### src/rtl/alu_arbiter.sv
// Round-robin arbiter sharing one external 8-bit ALU between NUM_REQ requesters.
// One transaction in flight; illegal opcodes are answered with an error without touching the ALU.
module alu_arbiter #(
    parameter int NUM_REQ = 4,
    parameter int ID_W    = 2,
    parameter int ALU_LAT = 2
) (
    input  logic                   clk,
    input  logic                   rst_n,
    input  logic [NUM_REQ-1:0]     req,
    input  logic [5*NUM_REQ-1:0]   req_sel,
    input  logic [8*NUM_REQ-1:0]   req_a,
    input  logic [8*NUM_REQ-1:0]   req_b,
    input  logic [NUM_REQ-1:0]     req_cin,
    output logic [NUM_REQ-1:0]     gnt,
    output logic                   rsp_valid,
    output logic [ID_W-1:0]        rsp_id,
    output logic [7:0]             rsp_y,
    output logic                   rsp_err,
    output logic                   busy,
    output logic [4:0]             alu_sel,
    output logic [7:0]             alu_a,
    output logic [7:0]             alu_b,
    output logic                   alu_cin,
    input  logic [7:0]             alu_y
);

    typedef enum logic [1:0] {IDLE, RUN, REJ} state_t;

    state_t               state_q, state_d;
    logic [ID_W-1:0]      rr_q, rr_d;
    logic [ID_W-1:0]      win_q, win_d;
    logic [2:0]           cnt_q, cnt_d;
    logic [NUM_REQ-1:0]   gnt_q, gnt_d;
    logic                 rsp_valid_q, rsp_valid_d;
    logic [ID_W-1:0]      rsp_id_q, rsp_id_d;
    logic [7:0]           rsp_y_q, rsp_y_d;
    logic                 rsp_err_q, rsp_err_d;
    logic                 busy_q, busy_d;
    logic [4:0]           alu_sel_q, alu_sel_d;
    logic [7:0]           alu_a_q, alu_a_d;
    logic [7:0]           alu_b_q, alu_b_d;
    logic                 alu_cin_q, alu_cin_d;

    logic                 found;
    logic [ID_W-1:0]      pick;
    logic [4:0]           pick_sel;
    logic [7:0]           pick_a, pick_b;
    logic                 pick_cin;
    logic                 pick_legal;

    function automatic logic is_legal(input logic [4:0] s);
        return (s <= 5'd8) || (s == 5'd16) || (s == 5'd24);
    endfunction

    // Two passes give "first at or above rr_q", then wrap to the low indices.
    always_comb begin
        found = 1'b0;
        pick  = '0;
        for (int j = 0; j < NUM_REQ; j++) begin
            if (!found && req[j] && (ID_W'(j) >= rr_q)) begin
                found = 1'b1;
                pick  = ID_W'(j);
            end
        end
        for (int j = 0; j < NUM_REQ; j++) begin
            if (!found && req[j]) begin
                found = 1'b1;
                pick  = ID_W'(j);
            end
        end
    end

    always_comb begin
        pick_sel = '0;
        pick_a   = '0;
        pick_b   = '0;
        pick_cin = 1'b0;
        for (int j = 0; j < NUM_REQ; j++) begin
            if (pick == ID_W'(j)) begin
                pick_sel = req_sel[5*j +: 5];
                pick_a   = req_a[8*j +: 8];
                pick_b   = req_b[8*j +: 8];
                pick_cin = req_cin[j];
            end
        end
        pick_legal = is_legal(pick_sel);
    end

    always_ff @(posedge clk or negedge rst_n) begin
        if (!rst_n) state_q <= IDLE;
        else        state_q <= state_d;
    end

    always_comb begin
        state_d = state_q;
        case (state_q)
            IDLE:    if (found) state_d = pick_legal ? RUN : REJ;
            RUN:     if (cnt_q == 3'd0) state_d = IDLE;
            REJ:     state_d = IDLE;
            default: state_d = IDLE;
        endcase
    end

    always_comb begin
        gnt_d       = '0;
        rsp_valid_d = 1'b0;
        rsp_id_d    = rsp_id_q;
        rsp_y_d     = rsp_y_q;
        rsp_err_d   = rsp_err_q;
        busy_d      = busy_q;
        alu_sel_d   = alu_sel_q;
        alu_a_d     = alu_a_q;
        alu_b_d     = alu_b_q;
        alu_cin_d   = alu_cin_q;
        rr_d        = rr_q;
        win_d       = win_q;
        cnt_d       = cnt_q;
        case (state_q)
            IDLE: begin
                if (found) begin
                    gnt_d  = NUM_REQ'(1) << pick;
                    win_d  = pick;
                    busy_d = 1'b1;
                    cnt_d  = 3'(ALU_LAT);
                    // Rejected ops leave the ALU ports untouched.
                    if (pick_legal) begin
                        alu_sel_d = pick_sel;
                        alu_a_d   = pick_a;
                        alu_b_d   = pick_b;
                        alu_cin_d = pick_cin;
                    end
                end
            end
            RUN: begin
                if (cnt_q == 3'd0) begin
                    rsp_valid_d = 1'b1;
                    rsp_id_d    = win_q;
                    rsp_y_d     = alu_y;
                    rsp_err_d   = 1'b0;
                    busy_d      = 1'b0;
                    rr_d        = (win_q == ID_W'(NUM_REQ-1)) ? '0 : win_q + 1'b1;
                end else begin
                    cnt_d = cnt_q - 3'd1;
                end
            end
            REJ: begin
                rsp_valid_d = 1'b1;
                rsp_id_d    = win_q;
                rsp_y_d     = 8'h00;
                rsp_err_d   = 1'b1;
                busy_d      = 1'b0;
                rr_d        = (win_q == ID_W'(NUM_REQ-1)) ? '0 : win_q + 1'b1;
            end
            default: ;
        endcase
    end

    always_ff @(posedge clk or negedge rst_n) begin
        if (!rst_n) begin
            gnt_q       <= '0;
            rsp_valid_q <= 1'b0;
            rsp_id_q    <= '0;
            rsp_y_q     <= '0;
            rsp_err_q   <= 1'b0;
            busy_q      <= 1'b0;
            alu_sel_q   <= '0;
            alu_a_q     <= '0;
            alu_b_q     <= '0;
            alu_cin_q   <= 1'b0;
            rr_q        <= '0;
            win_q       <= '0;
            cnt_q       <= '0;
        end else begin
            gnt_q       <= gnt_d;
            rsp_valid_q <= rsp_valid_d;
            rsp_id_q    <= rsp_id_d;
            rsp_y_q     <= rsp_y_d;
            rsp_err_q   <= rsp_err_d;
            busy_q      <= busy_d;
            alu_sel_q   <= alu_sel_d;
            alu_a_q     <= alu_a_d;
            alu_b_q     <= alu_b_d;
            alu_cin_q   <= alu_cin_d;
            rr_q        <= rr_d;
            win_q       <= win_d;
            cnt_q       <= cnt_d;
        end
    end

    assign gnt       = gnt_q;
    assign rsp_valid = rsp_valid_q;
    assign rsp_id    = rsp_id_q;
    assign rsp_y     = rsp_y_q;
    assign rsp_err   = rsp_err_q;
    assign busy      = busy_q;
    assign alu_sel   = alu_sel_q;
    assign alu_a     = alu_a_q;
    assign alu_b     = alu_b_q;
    assign alu_cin   = alu_cin_q;

endmodule

### config.mk
export PLATFORM = sky130hd
export DESIGN_NAME = alu_arbiter
export DESIGN_NICKNAME = d
export VERILOG_FILES = /design/src/rtl/alu_arbiter.sv
export SDC_FILE = /design/constraint.sdc
export NUM_CORES = 1
export LEC_CHECK = 0
export CAP_MARGIN = 5
export CORE_ASPECT_RATIO = 1.75
export CORE_UTILIZATION = 35
export CTS_BUF_LIST = sky130_fd_sc_hd__clkbuf_4
export DETAILED_ROUTE_END_ITERATION = 8
export DONT_BUFFER_PORTS = 1
export PLACE_DENSITY_LB_ADDON = 0.05
export SYNTH_ARGS = -nofsm -noshare
export SYNTH_HDL_FRONTEND = slang
export SYNTH_SLANG_ARGS = --single-unit
### constraint.sdc
create_clock -name clk -period 2.82 [get_ports clk]
set_input_delay 0.564 -clock clk [delete_from_list [all_inputs] [get_ports clk]]
set_output_delay 0.564 -clock clk [all_outputs]
set_load 0.02 [all_outputs]
# Yosys cells after proc, flatten, opt, wreduce, memory -nomap -nowiden
# Cells that the tools add are included.
# W data, S select, Z words.
totals:
  ff_bits: 48
  latch_bits: 0
  ramBits: 0
  mem_bits_ro: 0
  inputBits: 102
  wordCells: 118
  memories: 0
classes:
  addsub: 2
  n_mul: 0
  n_div: 0
  n_lt_le_gt_ge: 5
  n_eq_ne: 11
  shifts: 1
  mux: 53
  n_bitwise: 0
  n_reduce_logical: 32
op_table:
  columns: ["operator", "count"]
  rows:
  - ["$mux W8", 9]
  - ["$mux W2", 12]
  - ["$mux W5", 4]
  - ["$mux W1", 16]
  - ["$pmux W8 S2", 1]
  - ["$pmux W2 S2", 3]
  - ["$logic_and A1 B1 Y1", 11]
  - ["$eq A5 B5 Y1 const B", 2]
  - ["$reduce_and A3 Y1", 3]
  - ["$eq A2 B2 Y1 const B", 4]
  - ["$mux W4", 2]
  - ["$logic_not A1 Y1", 7]
  - ["$mux W3", 2]
  - ["$ne A2 B2 Y1 const B", 3]
  - ["$pmux W3 S2", 1]
  - ["$reduce_and A2 Y1", 3]
  - ["$le A5 B4 Y1 const B", 1]
  - ["$eq A2 B1 Y1 const B", 2]
  - ["$ge A1 B2 Y1 const A", 2]
  - ["$ge A2 B2 Y1 const A", 2]
  - ["$logic_not A2 Y1", 2]
  - ["$pmux W1 S2", 2]
  - ["$reduce_bool A2 Y1", 2]
  - ["$shl A1 B2 Y4 const A", 1]
  - ["other kinds (6)", 7]

# Longest topological paths before layout
logic_depth:
  ltp_word: 38
  depth_mapped: 10
  ltp_nobuf: 7

# Worst setup path after synthesis
# No wires, ideal clock.
synth_path:
  kind: "input to register"
  start: "input port req[1]"
  end: "register alu_a_q[0], in the netlist alu_a[0]"
  t_arrival_ps: 2407
  t_required_ps: 2695
  setup_slack_ps: 288
  cell_stages: 9
  cell_sequence: "buf_4 nand2b_1 a21oi_2 o31ai_4 a31oi_2 a2111oi_4 o31a_4 buf_6 mux2_4"
synth_via:
  elab_chain_cells: 32
synth_lines:
  columns: ["element", "line_no", "text"]
  rows:
  - ["start: declaration", "10", "input logic [NUM_REQ-1:0] req,"]
  - ["$logic_and A1 B1 Y1 (2 in a row)", "61", "if (!found && req[j] && (ID_W'(j) >= rr_q)) begin"]
  - ["$mux W1", "61", null]
  - ["$logic_not A1 Y1", "61", null]
  - ["$logic_and A1 B1 Y1 (2 in a row)", "61", null]
  - ["$mux W1", "61", null]
  - ["$logic_not A1 Y1", "61", null]
  - ["$logic_and A1 B1 Y1 (2 in a row)", "61", null]
  - ["$mux W1", "61", null]
  - ["(+9 left out)", null, null]
  - ["$logic_not A1 Y1", "67", "if (!found && req[j]) begin"]
  - ["$logic_and A1 B1 Y1", "67", null]
  - ["$mux W2", "67", null]
  - ["$logic_not A2 Y1", "80", "if (pick == ID_W'(j)) begin"]
  - ["$mux W5 (4 in a row)", "80", null]
  - ["$le A5 B4 Y1 or $eq A5 B5 Y1 (tied branches)", "53", "return (s <= 5'd8) || (s == 5'd16) || (s == 5'd24);"]
  - ["$logic_or A1 B1 Y1 (2 in a row)", "53", null]
  - ["$reduce_and A3 Y1 (no line)", null, null]
  - ["end signal: assignment", "182", "alu_a_q <= alu_a_d;"]
  - ["end: declaration", "41", "logic [7:0] alu_a_q, alu_a_d;"]
# Parallel ways exist; a longest one is shown, timed or not.
# A chain may end at the register's enable or synchronous reset.

# Worst setup path after layout
layout_path:
  start: "register rr_q[1]"
  end: "register alu_b_q[3], in the netlist alu_b[3]"
layout_via:
  elab_chain_cells: 36
layout_lines:
  columns: ["element", "line_no", "text"]
  rows:
  - ["start: declaration", "31", "logic [ID_W-1:0] rr_q, rr_d;"]
  - ["start signal: assignment", "185", "rr_q <= rr_d;"]
  - ["$ge A1 B2 Y1", "61", null]
  - ["$logic_and A1 B1 Y1", "61", null]
  - ["$mux W1", "61", null]
  - ["$logic_not A1 Y1", "61", null]
  - ["$logic_and A1 B1 Y1 (2 in a row)", "61", null]
  - ["$mux W1", "61", null]
  - ["$logic_not A1 Y1", "61", null]
  - ["$logic_and A1 B1 Y1 (2 in a row)", "61", null]
  - ["(+14 left out)", null, null]
  - ["$logic_not A1 Y1", "67", null]
  - ["$logic_and A1 B1 Y1", "67", null]
  - ["$mux W2", "67", null]
  - ["$logic_not A2 Y1", "80", null]
  - ["$mux W5 (4 in a row)", "80", null]
  - ["$le A5 B4 Y1 or $eq A5 B5 Y1 (tied branches)", "53", null]
  - ["$logic_or A1 B1 Y1 (2 in a row)", "53", null]
  - ["$reduce_and A3 Y1 (no line)", null, null]
  - ["end signal: assignment", "183", "alu_b_q <= alu_b_d;"]
  - ["end: declaration", "42", "logic [7:0] alu_b_q, alu_b_d;"]
# Parallel ways exist; a longest one is shown, timed or not.

==> flow_summary.toml <==
[status]
outcome = "finished with violations"
violations = "DRC"

[place]
place_inst = 361
gp_congestion = 0.8337
dpl.hpwl_um = 6001
port_buffers = 0

[global_routing]
grt_max_degree = 49
antenna_found_initial = 0
grt_pass1_vias = 2204
grt_pass1_wl_um = 12180
grt_overflow_total = 0
track_usage_pct = 18.34

[timing]
finalSetupViolCount = 0
hold_violations = 0
worst_pin_slew_ns = 1.029
slew_viol_final = 0
max-slew-margin-rel_pct = 30.97
fin_skew_ns = 0.02299
rsz0062_at_grt = "no"
final.period_utilization_pct = 91.63
fin_tns_setup_ns = 0
period_minus_slack_ns = 2.584
max_freq_ghz = 0.3870

[synth]
syn_avg_cell_area_um2 = 10.46
synthesis.nets = 390
synth_edf_count = 0
async_reset_ff_share_pct = 100.0
synthFlopType = "dfrtp_1"
ys_seq_elements = 48
yosys.cell_types.count = 56
syn-instance-count = 281
yosys_warnings = 0
ys_seq_area_share_pct = 40.85
synth_top_area_share_pct = 40.85
netlist_top_cells_area = "dfrtp_1 41%, mux2_4 7.1%, nand2_1 4.5%"
synthesis.area_um2 = 2940
yosysTopAreaCell = "dfrtp_1"

[run]
maxCapViolations = 0

[drt]
viasPerCell = 5.978
drtIter0Drc = 121
routed_wl_um = 7911
num_vias = 2218
drc = 13
wl_per_cell_um = 21.32
detail-route-antenna-nets = 0
drt_first_pass_iters = 8

[cts]
clock_path_buffers = 2
cts_max_level = 2
cts_buffers = 5
clock-root-buffer = "clkbuf_4"
cts_tree = "built"
clkSinkCount = 48
post_cts_buffers = 0
clk_pin_slew_ns = 0.16
clock_latency_ns = 0.38

[critical_path]
r2r_start = "rr_q[1]"
reg2reg_to = "alu_b[3]"
end_kind = "register"
ff2ff_path_depth = 7
r2r_slack_ns = 0.24
cp.required_ns = 3.11
start_kind = "register"
cp-endpoint = "alu_b[3]"
critPathMaxFanout = 19
crit_type = "register to register"
arrival_ns = 2.87
cp-startpoint = "rr_q[1]"

[floorplan]
fp.dieW_um = 71.29
core_um2 = 8016
die_h_um = 123.3
pin_count = 141
dieArea_um2 = 8786
start_util_pct = 36.68
num_rows = 43

[cells_and_area]
n_antenna_cell = 0
final_nets = 389
nFillCells = 792
synthToLayoutAreaGrowth_pct = 7.447
finalNonFillerCells = 371
drive_gt1_share_pct = 20.64

[min_path]
hold_class = "primary input to register"

[power]
cellLeakagePower_nw = 1.402
irDropWorstVdd_v = 0.0003715
p_per_area_nw_per_um2 = 1190
where the power goes:
part	internal [W]	total, W	switching, W
clock	0.000279	0.000527	0.000247
sequential	0.000987	0.00154	0.000555
combinational	0.000853	0.00169	0.000837
metrics by stage:
stage / total power, W / instance area, um2 / utilization (%) / setup WS (ns) / hold slack (ns)
after global routing: 0.004060 / 3159 / 39.41 / 0.07762 / 0.2537
after global placement: 0.003239 / 3014 / 37.60 / 0.1727 / 0.2694
after CTS: 0.003823 / 3158 / 39.39 / 0.1310 / 0.2686
final: 0.003760 / 3159 / 39.41 / 0.2359 / 0.2981
after detailed placement: 0.003258 / 3014 / 37.60 / 0.1167 / 0.2694
after floorplan: 0.002887 / 2940 / - / 0.2884 / 0.2684
critical path: stages (launching register included):
cell,delay [ns]
dfrtp_2,0.51
nand2b_1,0.19
a21o_1,0.22
a311o_1,0.37
a311oi_2,0.27
o211a_1,0.22
o31a_4,0.35
mux2_2,0.38
layer usage:
layer,vias to the layer above,track usage (%),wire [um]
met2,82,33.15,4299
met1,1076,20.18,2945
li1,1052,-,-
met3,8,4.971,527
met5,-,0,0
met4,0,7.000,139
how the worst min path moves through the flow:
stage	start	to	slack [ns]	depth (start not counted)
global placement	rst_n	alu_a[7]	0.27	0
detailed placement	rst_n	alu_a[7]	0.27	0
global route	alu_y[7]	rsp_y[7]	0.25	1
CTS	alu_y[7]	rsp_y[7]	0.27	1
finish	alu_y[7]	rsp_y[7]	0.30	1
floorplan	rst_n	alu_a[0]	0.27	0
registers in the layout (all words and copies together) (netlist names):
signal     flops
state_q        2
rsp_y          8
rsp_err        1
cnt_q          3
alu_cin        1
alu_sel        5
gnt            4
alu_b          8
win_q          2
rsp_id         2
alu_a          8
rr_q           2
rsp_valid      1
busy           1
cell families (layout without fill, tap and decap cells):
kind of cell / after synthesis / after routing / share of synthesized area, %
adder cells (fa/ha/maj): 7 / 7 / 2.979
AND/OR/NAND/NOR: 73 / 73 / 12.26
multiplexers: 30 / 30 / 12.89
buffers and inverters: 33 / 33 / 5.702
flip-flops: 48 / 48 / 40.85
AO/OA/AOI/OAI: 90 / 90 / 25.32
cell usage after synthesis, drive strengths merged, types with 2 or more instances:
library cell	count
dfrtp	48
nand2	35
mux2	21
o21ai	19
inv	14
a222oi	13
a22o	11
buf	10
clkbuf	9
mux2i	9
a21oi	8
a22oi	8
nor2	8
ha	7
nor2b	7
o31ai	6
nand3	5
nand2b	4
nor3	4
a31oi	3
and2	3
nand4	3
a21o	2
o211ai	2
o22a	2
o22ai	2
o31a	2
cells in the final DEF (no fill, tap or decap), drive strengths merged, types with 3 or more instances in the layout:
cell type,count
ha,7
mux2i,9
a31oi,3
a22oi,8
buf,10
inv,15
nand2b,4
dfrtp,48
and2,3
nor2b,7
mux2,21
nand3,5
a222oi,13
o31ai,6
nand4,3
clkbuf,5
nor2,8
a22o,11
a21oi,8
nand2,35
nor3,4
o21ai,19
area by class of cell:
cell class	count	area, um2	share of cell area, %
Multi-Input combinational cell	200	1580	50.02
Clock inverter	3	68.82	2.178
Inverter	14	52.55	1.663
Tap cell	90	112.6	3.564
Sequential cell	48	1202	38.06
Timing Repair Buffer	11	105.1	3.327
Clock buffer	5	37.54	1.188
what timing repair did:
action                     4_1_cts  5_1_grt
hold endpoints to repair        48        0
hold buffers                     2        0
setup endpoints to repair        0        3
resized for setup                0        1
(Power assumes the default switching activity.)
